## config.mk

```make
export PLATFORM = sky130hd
export DESIGN_NAME = bus_sequencer
export DESIGN_NICKNAME = d
export VERILOG_FILES = /design/src/rtl/bus_defs.sv /design/src/rtl/bus_arbiter.sv /design/src/rtl/bus_sequencer.sv
export SDC_FILE = /design/constraint.sdc
export NUM_CORES = 1
export LEC_CHECK = 0
export BUFFER_PORTS_ARGS = -buffer_cell sky130_fd_sc_hd__buf_2
export CORE_MARGIN = 5
export CORE_UTILIZATION = 46
export CTS_CLUSTER_DIAMETER = 120
export DETAILED_ROUTE_END_ITERATION = 16
export PLACE_DENSITY = 0.89
export SLEW_MARGIN = 10
export SYNTH_ARGS = -nofsm -noshare
export SYNTH_HDL_FRONTEND = slang
export SYNTH_SLANG_ARGS = --single-unit
```

## constraint.sdc

```tcl
create_clock -name Clock -period 2.4 [get_ports Clock]
set_clock_uncertainty 0.15 [all_clocks]
set_input_delay 0.36 -clock Clock [delete_from_list [all_inputs] [get_ports Clock]]
set_output_delay 0.36 -clock Clock [all_outputs]
set_load 0.01 [all_outputs]
```

## src/rtl/bus_defs.sv

```systemverilog
// bus_defs: shared types and encodings for the bus sequencer and its arbiter.
// Holds the sequencer state enum, the channel enum and the arbitration mode codes.
package bus_defs;

   // Transfer phases, walked strictly in this order and back to IDLE
   typedef enum logic [2:0] {
      ST_IDLE   = 3'd0,
      ST_ADDR   = 3'd1,
      ST_SETUP  = 3'd2,
      ST_ACCESS = 3'd3,
      ST_HOLD   = 3'd4
   } bus_state_t;

   // Requesting channel; the numeric value is what appears on DoneCh
   typedef enum logic {
      CH_FETCH = 1'b0,
      CH_DATA  = 1'b1
   } bus_ch_t;

   // Arbitration mode codes (ARB_MODE parameter values)
   localparam logic ARB_FIXED = 1'b0;
   localparam logic ARB_RR    = 1'b1;

   // Wait-state counter width, large enough for 0..15 extra ACCESS cycles
   localparam int CNT_W = 4;

endpackage

```

## src/rtl/bus_arbiter.sv

```systemverilog
// bus_arbiter: picks one of the fetch/data requests when the sequencer is idle.
// Fixed mode always prefers data; round-robin mode prefers the channel that was
// not granted last. The grant is combinational so the Ack lands in the request cycle.
module bus_arbiter
   import bus_defs::*;
(
   input  logic       Clock,
   input  logic       Reset,
   input  logic       fetchReq,
   input  logic       dataReq,
   input  logic       grantEn,
   input  logic       mode,
   output logic [1:0] grant,
   output bus_ch_t    rrPtr
);

   logic [1:0] grant_s;
   bus_ch_t    rrPtr_r;

   // Grant selection: bit 0 = fetch, bit 1 = data, at most one bit set
   always_comb begin
      grant_s = 2'b00;
      if (!grantEn) begin
         grant_s = 2'b00;
      end else if (fetchReq && dataReq) begin
         if ((mode == ARB_RR) && (rrPtr_r == CH_DATA)) begin
            grant_s = 2'b01;
         end else begin
            grant_s = 2'b10;
         end
      end else if (dataReq) begin
         grant_s = 2'b10;
      end else if (fetchReq) begin
         grant_s = 2'b01;
      end else begin
         grant_s = 2'b00;
      end
   end

   // Remember the most recently granted channel; fetch counts as most recent after reset
   always_ff @(posedge Clock or posedge Reset) begin
      if (Reset) begin
         rrPtr_r <= CH_FETCH;
      end else if (grant_s[1]) begin
         rrPtr_r <= CH_DATA;
      end else if (grant_s[0]) begin
         rrPtr_r <= CH_FETCH;
      end
   end

   assign grant = grant_s;
   assign rrPtr = rrPtr_r;

endmodule

```

## src/rtl/bus_sequencer.sv

```systemverilog
// bus_sequencer: serialises fetch and load/store requests onto a strobed memory bus
// through the phases IDLE -> ADDR -> SETUP -> ACCESS -> HOLD.
// Optional feature macro: BUS_READY_STRETCH_EN -- when defined, the final ACCESS
// cycle is extended while MemReady is low; otherwise MemReady is ignored.
// Bus strobes, Done/DoneCh and Busy are registered from the next state so they
// are glitch-free and drop immediately on Reset; the Acks are combinational.
module bus_sequencer
   import bus_defs::*;
#(
   parameter int ADDR_W      = 16,
   parameter int DATA_W      = 16,
   parameter int WAIT_STATES = 1,
   parameter int ARB_MODE    = 0
)(
   input  logic              Clock,
   input  logic              Reset,
   input  logic              FetchReq,
   input  logic [ADDR_W-1:0] FetchAddr,
   input  logic              DataReq,
   input  logic              DataWe,
   input  logic [ADDR_W-1:0] DataAddr,
   input  logic [DATA_W-1:0] DataWrData,
   output logic              FetchAck,
   output logic              DataAck,
   output logic              Done,
   output logic              DoneCh,
   output logic [DATA_W-1:0] RdData,
   output logic              Busy,
   output logic [ADDR_W-1:0] MemAddr,
   output logic [DATA_W-1:0] MemWrData,
   input  logic [DATA_W-1:0] MemRdData,
   input  logic              MemReady,
   output logic              ALE,
   output logic              MemEn,
   output logic              ENB,
   output logic              nME,
   output logic              nOE,
   output logic              nWE
);

   localparam logic [CNT_W-1:0] WAIT_CNT = CNT_W'(WAIT_STATES);

   bus_state_t       state_r, stateNext_s;
   logic [CNT_W-1:0] cnt_r, cntNext_s;
   logic             we_r;
   bus_ch_t          ch_r;
   logic             capture_s;
   logic             readyOk_s;
   logic [1:0]       grant_s;
   logic             grantEn_s;
   bus_ch_t          unusedRrPtr_s;

   logic aleNext_s, memEnNext_s, enbNext_s, nMeNext_s, nOeNext_s, nWeNext_s;
   logic doneNext_s, doneChNext_s, busyNext_s;

`ifdef BUS_READY_STRETCH_EN
   assign readyOk_s = MemReady;
`else
   logic unusedMemReady_s;
   assign unusedMemReady_s = MemReady;
   assign readyOk_s        = 1'b1;
`endif

   // No grant while held in reset, so the Acks read low during reset
   assign grantEn_s = (state_r == ST_IDLE) && !Reset;

   bus_arbiter u_arb (
      .Clock    (Clock),
      .Reset    (Reset),
      .fetchReq (FetchReq),
      .dataReq  (DataReq),
      .grantEn  (grantEn_s),
      .mode     ((ARB_MODE == 1) ? ARB_RR : ARB_FIXED),
      .grant    (grant_s),
      .rrPtr    (unusedRrPtr_s)
   );

   assign FetchAck = grant_s[0];
   assign DataAck  = grant_s[1];

   // Next-state, wait-counter and read-capture decisions
   always_comb begin
      stateNext_s = state_r;
      cntNext_s   = cnt_r;
      capture_s   = 1'b0;
      case (state_r)
         ST_IDLE: begin
            if (grant_s != 2'b00) begin
               stateNext_s = ST_ADDR;
            end else begin
               stateNext_s = ST_IDLE;
            end
         end
         ST_ADDR: begin
            stateNext_s = ST_SETUP;
         end
         ST_SETUP: begin
            stateNext_s = ST_ACCESS;
            cntNext_s   = WAIT_CNT;
         end
         ST_ACCESS: begin
            if (cnt_r != {CNT_W{1'b0}}) begin
               cntNext_s = cnt_r - {{(CNT_W-1){1'b0}}, 1'b1};
            end else if (readyOk_s) begin
               stateNext_s = ST_HOLD;
               capture_s   = !we_r;
            end else begin
               stateNext_s = ST_ACCESS;
            end
         end
         ST_HOLD: begin
            stateNext_s = ST_IDLE;
         end
         default: begin
            stateNext_s = ST_IDLE;
         end
      endcase
   end

   // Strobe levels for the phase about to be entered
   always_comb begin
      aleNext_s    = 1'b0;
      memEnNext_s  = 1'b0;
      enbNext_s    = 1'b0;
      nMeNext_s    = 1'b1;
      nOeNext_s    = 1'b1;
      nWeNext_s    = 1'b1;
      doneNext_s   = 1'b0;
      doneChNext_s = 1'b0;
      busyNext_s   = (stateNext_s != ST_IDLE);
      case (stateNext_s)
         ST_ADDR: begin
            aleNext_s = 1'b1;
         end
         ST_SETUP: begin
            nMeNext_s = 1'b0;
            if (we_r) begin
               memEnNext_s = 1'b1;
            end else begin
               nOeNext_s = 1'b0;
            end
         end
         ST_ACCESS: begin
            nMeNext_s = 1'b0;
            if (we_r) begin
               memEnNext_s = 1'b1;
               nWeNext_s   = 1'b0;
            end else begin
               nOeNext_s = 1'b0;
               enbNext_s = 1'b1;
            end
         end
         ST_HOLD: begin
            doneNext_s   = 1'b1;
            doneChNext_s = ch_r;
         end
         default: begin
            busyNext_s = (stateNext_s != ST_IDLE);
         end
      endcase
   end

   // State, counter, latched request fields, read capture and registered strobes
   always_ff @(posedge Clock or posedge Reset) begin
      if (Reset) begin
         state_r   <= ST_IDLE;
         cnt_r     <= {CNT_W{1'b0}};
         we_r      <= 1'b0;
         ch_r      <= CH_FETCH;
         MemAddr   <= {ADDR_W{1'b0}};
         MemWrData <= {DATA_W{1'b0}};
         RdData    <= {DATA_W{1'b0}};
         ALE       <= 1'b0;
         MemEn     <= 1'b0;
         ENB       <= 1'b0;
         nME       <= 1'b1;
         nOE       <= 1'b1;
         nWE       <= 1'b1;
         Done      <= 1'b0;
         DoneCh    <= 1'b0;
         Busy      <= 1'b0;
      end else begin
         state_r <= stateNext_s;
         cnt_r   <= cntNext_s;
         if (grant_s[1]) begin
            MemAddr   <= DataAddr;
            MemWrData <= DataWrData;
            we_r      <= DataWe;
            ch_r      <= CH_DATA;
         end else if (grant_s[0]) begin
            MemAddr <= FetchAddr;
            we_r    <= 1'b0;
            ch_r    <= CH_FETCH;
         end
         if (capture_s) begin
            RdData <= MemRdData;
         end
         ALE    <= aleNext_s;
         MemEn  <= memEnNext_s;
         ENB    <= enbNext_s;
         nME    <= nMeNext_s;
         nOE    <= nOeNext_s;
         nWE    <= nWeNext_s;
         Done   <= doneNext_s;
         DoneCh <= doneChNext_s;
         Busy   <= busyNext_s;
      end
   end

endmodule

```

==> flow_summary.json, run 1 <==
{
  "netlist_top_cells_area": "dfrtp_1 57%, mux2_2 9.8%, nand3_1 5.8%",
  "placed_cells": 421,
  "crit_slowest_cell": "dlygate4sd3_1",
  "grt_use_met2_pct": 27.7,
  "insertion_delay_ns": 0.32,
  "synth_enable_flop_cells": 0,
  "timing.rr.start": "cnt_r[0]$_DFFE_PP0P_",
  "grt_pass1_wl_um": 10200,
  "port_buffers": 127,
  "worstSetupStartpointType": "primary input",
  "power_per_cell_area_mw_per_mm2": 1230,
  "synth_area_mm2": 0.00277,
  "synthArstFlopShare_pct": 100,
  "critical_path_arrival_ns": 1.79,
  "num_vias": 2306,
  "rows": 28,
  "cts.sinks": 66,
  "irDropWorstVdd_uv": 565,
  "firstDrtPassIters": 4,
  "p_switching_uw": 1590,
  "fmax_mhz": 434,
  "yosysWarnings": 0,
  "pwr-share-seq_pct": 43.3,
  "crit_chain": "dlygate4sd3_1 > buf_2 > nor4_4 > buf_4 > nand2_1 > nor2_2 > buf_2",
  "die_area_mm2": 0.00768,
  "drv_cap": 0,
  "clock-root-buffer": "clkbuf_8",
  "report.final.slew_viol_count": 0,
  "synth_top_area_share_pct": 56.9,
  "synth_most_common_cell": "dfrtp_1",
  "cts_tree": "done",
  "fillCellCount": 497,
  "p_leak_uw": 0.00184,
  "io_pins": 129,
  "synth_cell_types": 35,
  "coreArea_mm2": 0.00589,
  "setup_violations": 0,
  "antenna_found_initial": 0,
  "p_int_uw": 2980,
  "viasPerCell": 5.26,
  "hp-start": "DataWrData[5]",
  "grt_max_degree": 42,
  "drc": 0,
  "grt-ovfl-total": 0,
  "slowest_delay_ns": 0.56,
  "clk_pin_slew_ns": 0.08,
  "placed_area_mm2": 0.00350,
  "tightest_slew_ns": 0.524,
  "grt-busiest-layer": "met2",
  "drive_above_1_share_pct": 51.2,
  "slew_headroom_pct": 65.1,
  "drtIter0Drc": 106,
  "switching_share_pct": 34.8,
  "crit_path_end_kind": "output pin",
  "comb_power_share_pct": 37.0,
  "fp.dieH_um": 87.6,
  "fin_crit_ns": 2.30,
  "worstSetupStartpoint": "Reset",
  "yosysTopAreaCell": "dfrtp_1",
  "pre_cts_ws_ns": 0.425,
  "hold_violations": 0,
  "synth-seq-area-share_pct": 59.7,
  "crit_type": "primary input to output pin",
  "grtUsageTotal_pct": 17.0,
  "layout.cells.non_filler": 438,
  "synthTopCellsByCount": "63 x dfrtp_1, 32 x nand3_1, 24 x mux2_2, 19 x nand2_1, 16 x a32oi_1",
  "htreeDepth": 3,
  "place_congestion": 0.789,
  "synth-seq-cells": 66,
  "initial_core_util_pct": 47.1,
  "min_path_type": "primary input to flop",
  "fp.dieW_um": 87.6,
  "grt_pass1_vias": 2266,
  "syn_nets": 296,
  "status": "finished, final reports clean",
  "wl_per_cell_um": 15.0,
  "max-clock-path-buffers": 2,
  "syn_area_per_cell_um2": 12.4,
  "crit_family": "buffers and inverters",
  "place_hpwl_um": 4920,
  "met3_usage_pct": 4.61,
  "grt.met1_usage_pct": 21.5,
  "post-route-period-util_pct": 95.9,
  "netlist_instances": 224,
  "cts_buffers": 9,
  "synth_top_flop_cell": "dfrtp_1",
  "clkPwrFrac_pct": 19.7,
  "stdcell_area_mm2": 0.00371,
  "worst_slack_ns": 0.0978,
  "crit_buf_inv": 4,
  "wl_um": 6590,
  "cp.required_ns": 1.89,
  "syn2layout_area_growth_pct": 34.0,
  "tns_ns": 0,
  "path_common_cell": "buf_2",
  "antenna_cells": 0,
  "cp_max_fo": 5,
  "whs_ns": 0.0840,
  "finalNetCount": 431,
  "ant_nets": 0
}
## area by class of cell
type                            count  area, um2  area share (%)
Timing Repair Buffer              138        721            19.4
Multi-Input combinational cell    138       1030            27.7
Sequential cell                    66       1660            44.6
Inverter                            6       22.5           0.606
Tap cell                           75       93.8            2.53
Clock buffer                       10        138            3.71
Clock inverter                      5       55.1            1.48
## path summary, 6_finish.rpt
check                                      endpoint  slack [ns]  cells after the start
min in group asynchronous     RdData[7]$_DFFE_PP0P_        0.56                      4
setup / recovery                           FetchAck         0.1                      7
max in group asynchronous      state_r[0]$_DFF_PP0_        1.08                      4
hold / removal             MemWrData[5]$_DFFE_PP0N_        0.08                      2
hold reg to reg                       nWE$_DFF_PP1_        0.29                      1
setup reg to reg              RdData[0]$_DFFE_PP0P_        0.42                      6
## power by group through the flow
stage	clock [uW]	combinational, uW	sequential (uW)
6_report	899	1690	1980
5_1_grt	968	1880	2050
4_1_cts	923	1720	1980
3_5_place_dp	0	1720	2000
3_3_place_gp	0	1650	1960
2_1_floorplan	0	803	2170
## sequential cells by signal, summed over array words and instances (netlist names)
register / cells
MemAddr: 16
MemWrData: 16
ENB: 1
Busy: 1
state_r: 3
nME: 1
MemEn: 1
Done: 1
ALE: 1
nWE: 1
cnt_r: 4
RdData: 16
DoneCh: 1
nOE: 1
ch_r: 1
we_r: 1
## per-layer routing
layer	wire (um)	part of all wire (%)
met1	2790	42
met2	3160	48
met3	586	8.9
met4	54	0.82
met5	0	0
## worst register-to-register path, delay by kind of cell (launching register included)
kind                       cells  cell delay (ns)
muxes                          1             0.29
DFF                            1             0.39
and+or+nand+nor                2             0.51
adders and majority gates      1             0.18
buffers and inverters          2             0.33
## placed cells by master, fill, tap and decap left out, drive strengths merged, types with 3 or more instances in the layout
| master | n |
|---|---|
| dfstp | 3 |
| buf | 137 |
| nor2 | 5 |
| a32oi | 16 |
| mux2 | 33 |
| nand3 | 32 |
| inv | 6 |
| o21ai | 4 |
| nand2 | 20 |
| clkbuf | 10 |
| dfrtp | 63 |
| nor2b | 3 |
| and2 | 3 |
## per-stage QoR
| stage | power [uW] | util (%) |
|---|---|---|
| 6_report | 4570 | 63.1 |
| 5_1_grt | 4900 | 63.1 |
| 4_1_cts | 4630 | 62.9 |
| 3_5_place_dp | 3720 | 59.5 |
| 3_3_place_gp | 3610 | 59.5 |
| 2_1_floorplan | 2970 | - |
## kinds of logic (layout without fill, tap and decap cells)
family	Yosys count	count (layout)	synth area share, %
flip-flops	66	66	59.7
multiplexers	33	33	13.4
AO/OA/AOI/OAI	30	30	8.53
buffers and inverters	20	159	3.25
AND/OR/NAND/NOR	73	73	14.2
adder cells (fa/ha/maj)	2	2	0.903
## timing repair
action	4_1_cts	5_1_grt
setup endpoints to repair	0	1
endpoints found under the hold margin	22	0
buffers inserted	0	1
hold buffers	1	0
resized for setup	0	1
(Power assumes the default switching activity.)
==> run 2: changes to the inputs <==
Settings changed: CTS_BUF_LIST set to sky130_fd_sc_hd__clkbuf_16.
==> flow_summary.json, run 2 (synthesized netlist as in run 1, its figures left out) <==
{
  "drtIter0Drc": 93,
  "initial_core_util_pct": 47.1,
  "ant_nets": 0,
  "antenna_found_initial": 0,
  "critical_path_arrival_ns": 1.79,
  "stdcell_area_mm2": 0.00381,
  "slew_headroom_pct": 65.7,
  "hold_violations": 0,
  "num_vias": 2319,
  "reg2reg_to": "RdData[13]$_DFFE_PP0P_",
  "cts_buffers": 9,
  "viasPerCell": 5.28,
  "grt_pass1_vias": 2274,
  "reg.largest.list": "MemAddr x16, MemWrData x16, RdData x16",
  "port_buffers": 127,
  "clk_pin_slew_ns": 0.06,
  "fillCellCount": 482,
  "wl_per_cell_um": 15.1,
  "min_path_type": "primary input to flop",
  "htreeDepth": 3,
  "worstSetupStartpoint": "Reset",
  "hp-start": "DataWrData[5]",
  "fp.dieH_um": 87.6,
  "place_hpwl_um": 4920,
  "tns_ns": 0,
  "drive_above_1_share_pct": 51.1,
  "grt-ovfl-total": 0,
  "switching_share_pct": 33.3,
  "place_congestion": 0.789,
  "p_leak_uw": 0.00188,
  "comb_power_share_pct": 34.5,
  "layout_common_cells": "127 x buf_2, 63 x dfrtp_1, 32 x nand3_1",
  "crit_type": "primary input to output pin",
  "cts_tree": "done",
  "p_switching_uw": 1640,
  "report.final.slew_viol_count": 0,
  "timing.rr.start": "cnt_r[0]$_DFFE_PP0P_",
  "cp_max_fo": 5,
  "cts.sinks": 66,
  "fin_crit_ns": 2.30,
  "crit_path_end_kind": "output pin",
  "ff2ff_path_depth": 6,
  "fp.dieW_um": 87.6,
  "irDropWorstVdd_uv": 631,
  "max-clock-path-buffers": 2,
  "rsz0062_at_grt": "no",
  "syn2layout_area_growth_pct": 37.5,
  "worstSetupStartpointType": "primary input",
  "drv_cap": 0,
  "grt_pass1_wl_um": 10300,
  "tightest_slew_ns": 0.515,
  "hold_depth": 2,
  "multi_input_area_mm2": 0.00103,
  "p_int_uw": 3280,
  "status": "finished, final reports clean",
  "layout_commonest_cell": "buf_2",
  "cp.required_ns": 1.89,
  "placed_area_mm2": 0.00350,
  "firstDrtPassIters": 4,
  "antenna_cells": 0,
  "coreArea_mm2": 0.00589,
  "placed_cells": 421,
  "die_area_mm2": 0.00768,
  "rows": 28,
  "regArea_mm2": 0.00166,
  "clkPwrFrac_pct": 25.1,
  "io_pins": 129,
  "hold_end": "MemWrData[5]$_DFFE_PP0N_",
  "setup_violations": 0,
  "pwr-share-seq_pct": 40.4,
  "finalNetCount": 432,
  "power_per_cell_area_mw_per_mm2": 1290,
  "layout.cells.non_filler": 439,
  "fmax_mhz": 435,
  "clock-root-buffer": "clkbuf_16",
  "grtUsageTotal_pct": 17.5,
  "post-route-period-util_pct": 95.8,
  "wl_um": 6610,
  "drc": 0,
  "reg2reg_slack_ns": 0.41,
  "insertion_delay_ns": 0.32,
  "grt_max_degree": 42
}
-- run 2: changes by cell type in the layout (fill, tap and decap cells not counted), sizes merged --
cell    before  now
buf        137  138
clkbuf      10    9
clkinv       2    3
-- run 2: cell type report --
cell class	instances	area share [%]
clock buffers	9	5.91
inverters	6	0.591
clock inverters	6	1.54
flip-flops and latches	66	43.4
well taps	75	2.46
repair buffers	139	19.1
multi-input cells	138	26.9
-- run 2: what timing repair did --
item,4_1_cts,5_1_grt
setup endpoints to repair,0,1
gates resized for setup,0,1
hold buffers,1,0
endpoints found under the hold margin,22,0
setup buffers,0,2
-- run 2: through the flow --
step	hold WS [ns]	util, %	worst slack (ns)	total power, uW
floorplan	0.235	-	0.240	2970
global placement	0.248	59.5	0.464	3610
detailed placement	0.283	59.5	0.425	3720
CTS	0.0890	64.5	0.0583	4970
global route	0.0960	64.7	0.0201	5250
finish	0.0980	64.7	0.101	4910
-- run 2: power by group through the flow --
stage                     registers (uW)  logic, uW  clock network, uW
after floorplan                     2170        803                  0
after global placement              1960       1650                  0
after detailed placement            2000       1720                  0
after CTS                           1990       1730               1260
after global routing                2050       1880               1310
final                               1980       1700               1230
-- run 2: layer usage --
layer	share of wire [%]	wire, um	GRT usage, %
met5	0	0	0
met4	1.9	127	7.81
met3	9.3	616	5.74
met2	48	3160	27.9
met1	41	2710	21.7
-- run 2: worst max-delay path, stage by stage --
cell and delay [ns]:
dlygate4sd3_1 0.55, buf_2 0.16, nor4_4 0.27, buf_4 0.17
nand2_4 0.05, inv_2 0.09, buf_2 0.14
-- run 2: worst max-delay path by stage --
stage / endpoint / slack (ns) / cells after the start
2_1_floorplan: ALE$_DFF_PP0_ / 0.24 / 1
3_3_place_gp: FetchAck / 0.46 / 4
3_5_place_dp: RdData[6]$_DFFE_PP0P_ / 0.42 / 6
4_1_cts: FetchAck / 0.06 / 6
5_1_grt: FetchAck / 0.02 / 6
6_report: DataAck / 0.10 / 7
==> run 3: changes to the inputs <==
Settings changed: ABC_AREA set to 1, CAP_MARGIN set to 20, CORE_UTILIZATION 46 to 47, PLACE_DENSITY 0.89 to 0.9.
==> flow_summary.json, run 3 <==
{
  "layout_commonest_cell": "buf_2",
  "report.final.slew_viol_count": 0,
  "cts_tree": "done",
  "drc": 0,
  "antenna_found_initial": 0,
  "pre_cts_ws_ns": 0.589,
  "cts.sinks": 66,
  "syn_nets": 419,
  "fmax_mhz": 477,
  "ff2ff_path_depth": 7,
  "wl_um": 6770,
  "post_cts_buffers": 0,
  "syn_area_per_cell_um2": 8.39,
  "cp_max_fo": 19,
  "irDropWorstVdd_uv": 560,
  "fp.dieW_um": 88.7,
  "crit_end": "FetchAck",
  "tightest_slew_ns": 0.572,
  "reg2reg_to": "MemEn$_DFF_PP0_",
  "cts_buffers": 9,
  "grt_pass1_wl_um": 11100,
  "wl_per_cell_um": 12.1,
  "setup_violations": 0,
  "netlist_top_cells_area": "dfrtp_1 54%, nand2_1 16%, inv_1 7.9%",
  "grtUsageTotal_pct": 18.6,
  "max-clock-path-buffers": 2,
  "synthTopCellsByCount": "124 x nand2_1, 63 x dfrtp_1, 61 x inv_1, 35 x nand3_1, 20 x o21ai_0",
  "drv_cap": 0,
  "post_cts_resized": 0,
  "fin_crit_ns": 2.10,
  "viasPerCell": 4.56,
  "place_congestion": 0.787,
  "synth_enable_flop_cells": 0,
  "clock-root-buffer": "clkbuf_16",
  "insertion_delay_ns": 0.32,
  "syn2layout_area_growth_pct": 34.4,
  "num_vias": 2543,
  "power_per_cell_area_mw_per_mm2": 1260,
  "synth-seq-area-share_pct": 56.9,
  "crit_type": "flop to output pin",
  "crit_path_end_kind": "output pin",
  "die_area_mm2": 0.00787,
  "timing.rr.start": "cnt_r[0]$_DFFE_PP0P_",
  "coreArea_mm2": 0.00596,
  "cp.required_ns": 1.89,
  "rsz0062_at_grt": "no",
  "post-route-period-util_pct": 87.3,
  "grt_pass1_vias": 2495,
  "firstDrtPassIters": 4,
  "reg.largest.list": "MemAddr x16, MemWrData x16, RdData x16",
  "yosysWarnings": 0,
  "status": "finished, final reports clean",
  "drive_above_1_share_pct": 33.5,
  "netlist_instances": 347,
  "synth-seq-cells": 66,
  "layout.cells.non_filler": 558,
  "synth_most_common_cell": "nand2_1",
  "ant_nets": 0,
  "htreeDepth": 3,
  "finalNetCount": 550,
  "io_pins": 129,
  "worstSetupStartpoint": "state_r[2]$_DFF_PP0_",
  "place_hpwl_um": 5020,
  "p_leak_uw": 0.00229,
  "initial_core_util_pct": 48.9,
  "placed_cells": 542,
  "worst_slack_ns": 0.304,
  "slew_headroom_pct": 61.9,
  "worstSetupStartpointType": "flop",
  "synth_top_area_share_pct": 54.1,
  "fp.dieH_um": 88.7,
  "clk_pin_slew_ns": 0.05,
  "layout_common_cells": "127 x buf_2, 124 x nand2_1, 63 x dfrtp_1",
  "grt_max_degree": 49,
  "critical_path_arrival_ns": 1.59,
  "hold_violations": 0,
  "port_buffers": 127,
  "synth_area_mm2": 0.00291,
  "synthArstFlopShare_pct": 100,
  "antenna_cells": 0,
  "synth_cell_types": 26,
  "reg2reg_slack_ns": 0.62,
  "yosysTopAreaCell": "dfrtp_1",
  "grt-ovfl-total": 0,
  "drtIter0Drc": 74,
  "rows": 28,
  "ctsHoldBuffers": 0,
  "synth_top_flop_cell": "dfrtp_1",
  "min_path_type": "primary input to async pin"
}
==> run 3: cell count changes after synthesis, sizes merged, moves of 5 or more <==
cell	previous run	this run
nand2	20	125
inv	6	63
mux2	33	0
o21ai	4	22
a32oi	16	0
clkbuf	9	3
buf	5	10
nand3	32	37
nor2	5	10
==> run 3: how the worst min path moves through the flow <==
| stage | slack [ns] | cells after the start | from | to |
|---|---|---|---|---|
| 6_report | 0.05 | 3 | Reset | MemAddr[13]$_DFFE_PP0P_ |
| 5_1_grt | 0.07 | 3 | Reset | MemAddr[14]$_DFFE_PP0P_ |
| 4_1_cts | 0.05 | 3 | Reset | MemAddr[14]$_DFFE_PP0P_ |
| 3_5_place_dp | 0.31 | 2 | MemWrData[6]$_DFFE_PP0N_ | MemWrData[6]$_DFFE_PP0N_ |
| 3_3_place_gp | 0.31 | 2 | MemWrData[7]$_DFFE_PP0N_ | MemWrData[7]$_DFFE_PP0N_ |
| 2_1_floorplan | 0.31 | 1 | cnt_r[0]$_DFFE_PP0P_ | cnt_r[0]$_DFFE_PP0P_ |
==> run 3: power breakdown <==
part | internal (uW) | switching [uW]
logic | 699 | 1090
registers | 1650 | 283
clock network | 789 | 431
total | 3130 | 1800
==> run 3: area by class of cell <==
cell class	instances	area, um2
Inverter	63	240
Tap cell	75	93.8
Clock inverter	7	61.3
Timing Repair Buffer	133	681
Multi-Input combinational cell	205	957
Fill cell	504	2040
Sequential cell	66	1660
Clock buffer	9	225
==> run 3: stage by stage <==
step | TNS [ns] | utilization [%] | hold slack, ns | cell area (um2) | power [uW]
floorplan | -1.17 | - | 0.310 | 2940 | 3010
global placement | 0 | 60.9 | 0.308 | 3630 | 3660
detailed placement | 0 | 60.9 | 0.309 | 3630 | 3750
CTS | 0 | 65.7 | 0.0502 | 3910 | 5010
global route | 0 | 65.7 | 0.0670 | 3910 | 5350
finish | 0 | 65.7 | 0.0451 | 3910 | 4930
==> run 3: logic make-up after synthesis <==
group                      Yosys count  share of synthesized area, %
adders and majority gates            2                         0.859
DFF                                 66                          56.9
AOI/OAI and AO/OA                   24                          4.64
and+or+nand+nor                    178                          26.8
buffers and inverters               76                          10.6
xor gates and xnor gates             1                         0.301
==> run 3: critical path, stage by stage, from the launching register on <==
cell	delay, ns
dfrtp_1	0.44
nor2_4	0.18
nand4_4	0.30
inv_1	0.19
buf_2	0.15
==> run 3: per-layer routing <==
metal | global-route usage, % | share of wire [%] | vias to the layer above
li1 | - | - | 1311
met1 | 23.1 | 41 | 1138
met2 | 31.3 | 48 | 86
met3 | 5.03 | 9.0 | 8
met4 | 6.59 | 1.3 | 0
met5 | 0 | 0 | -
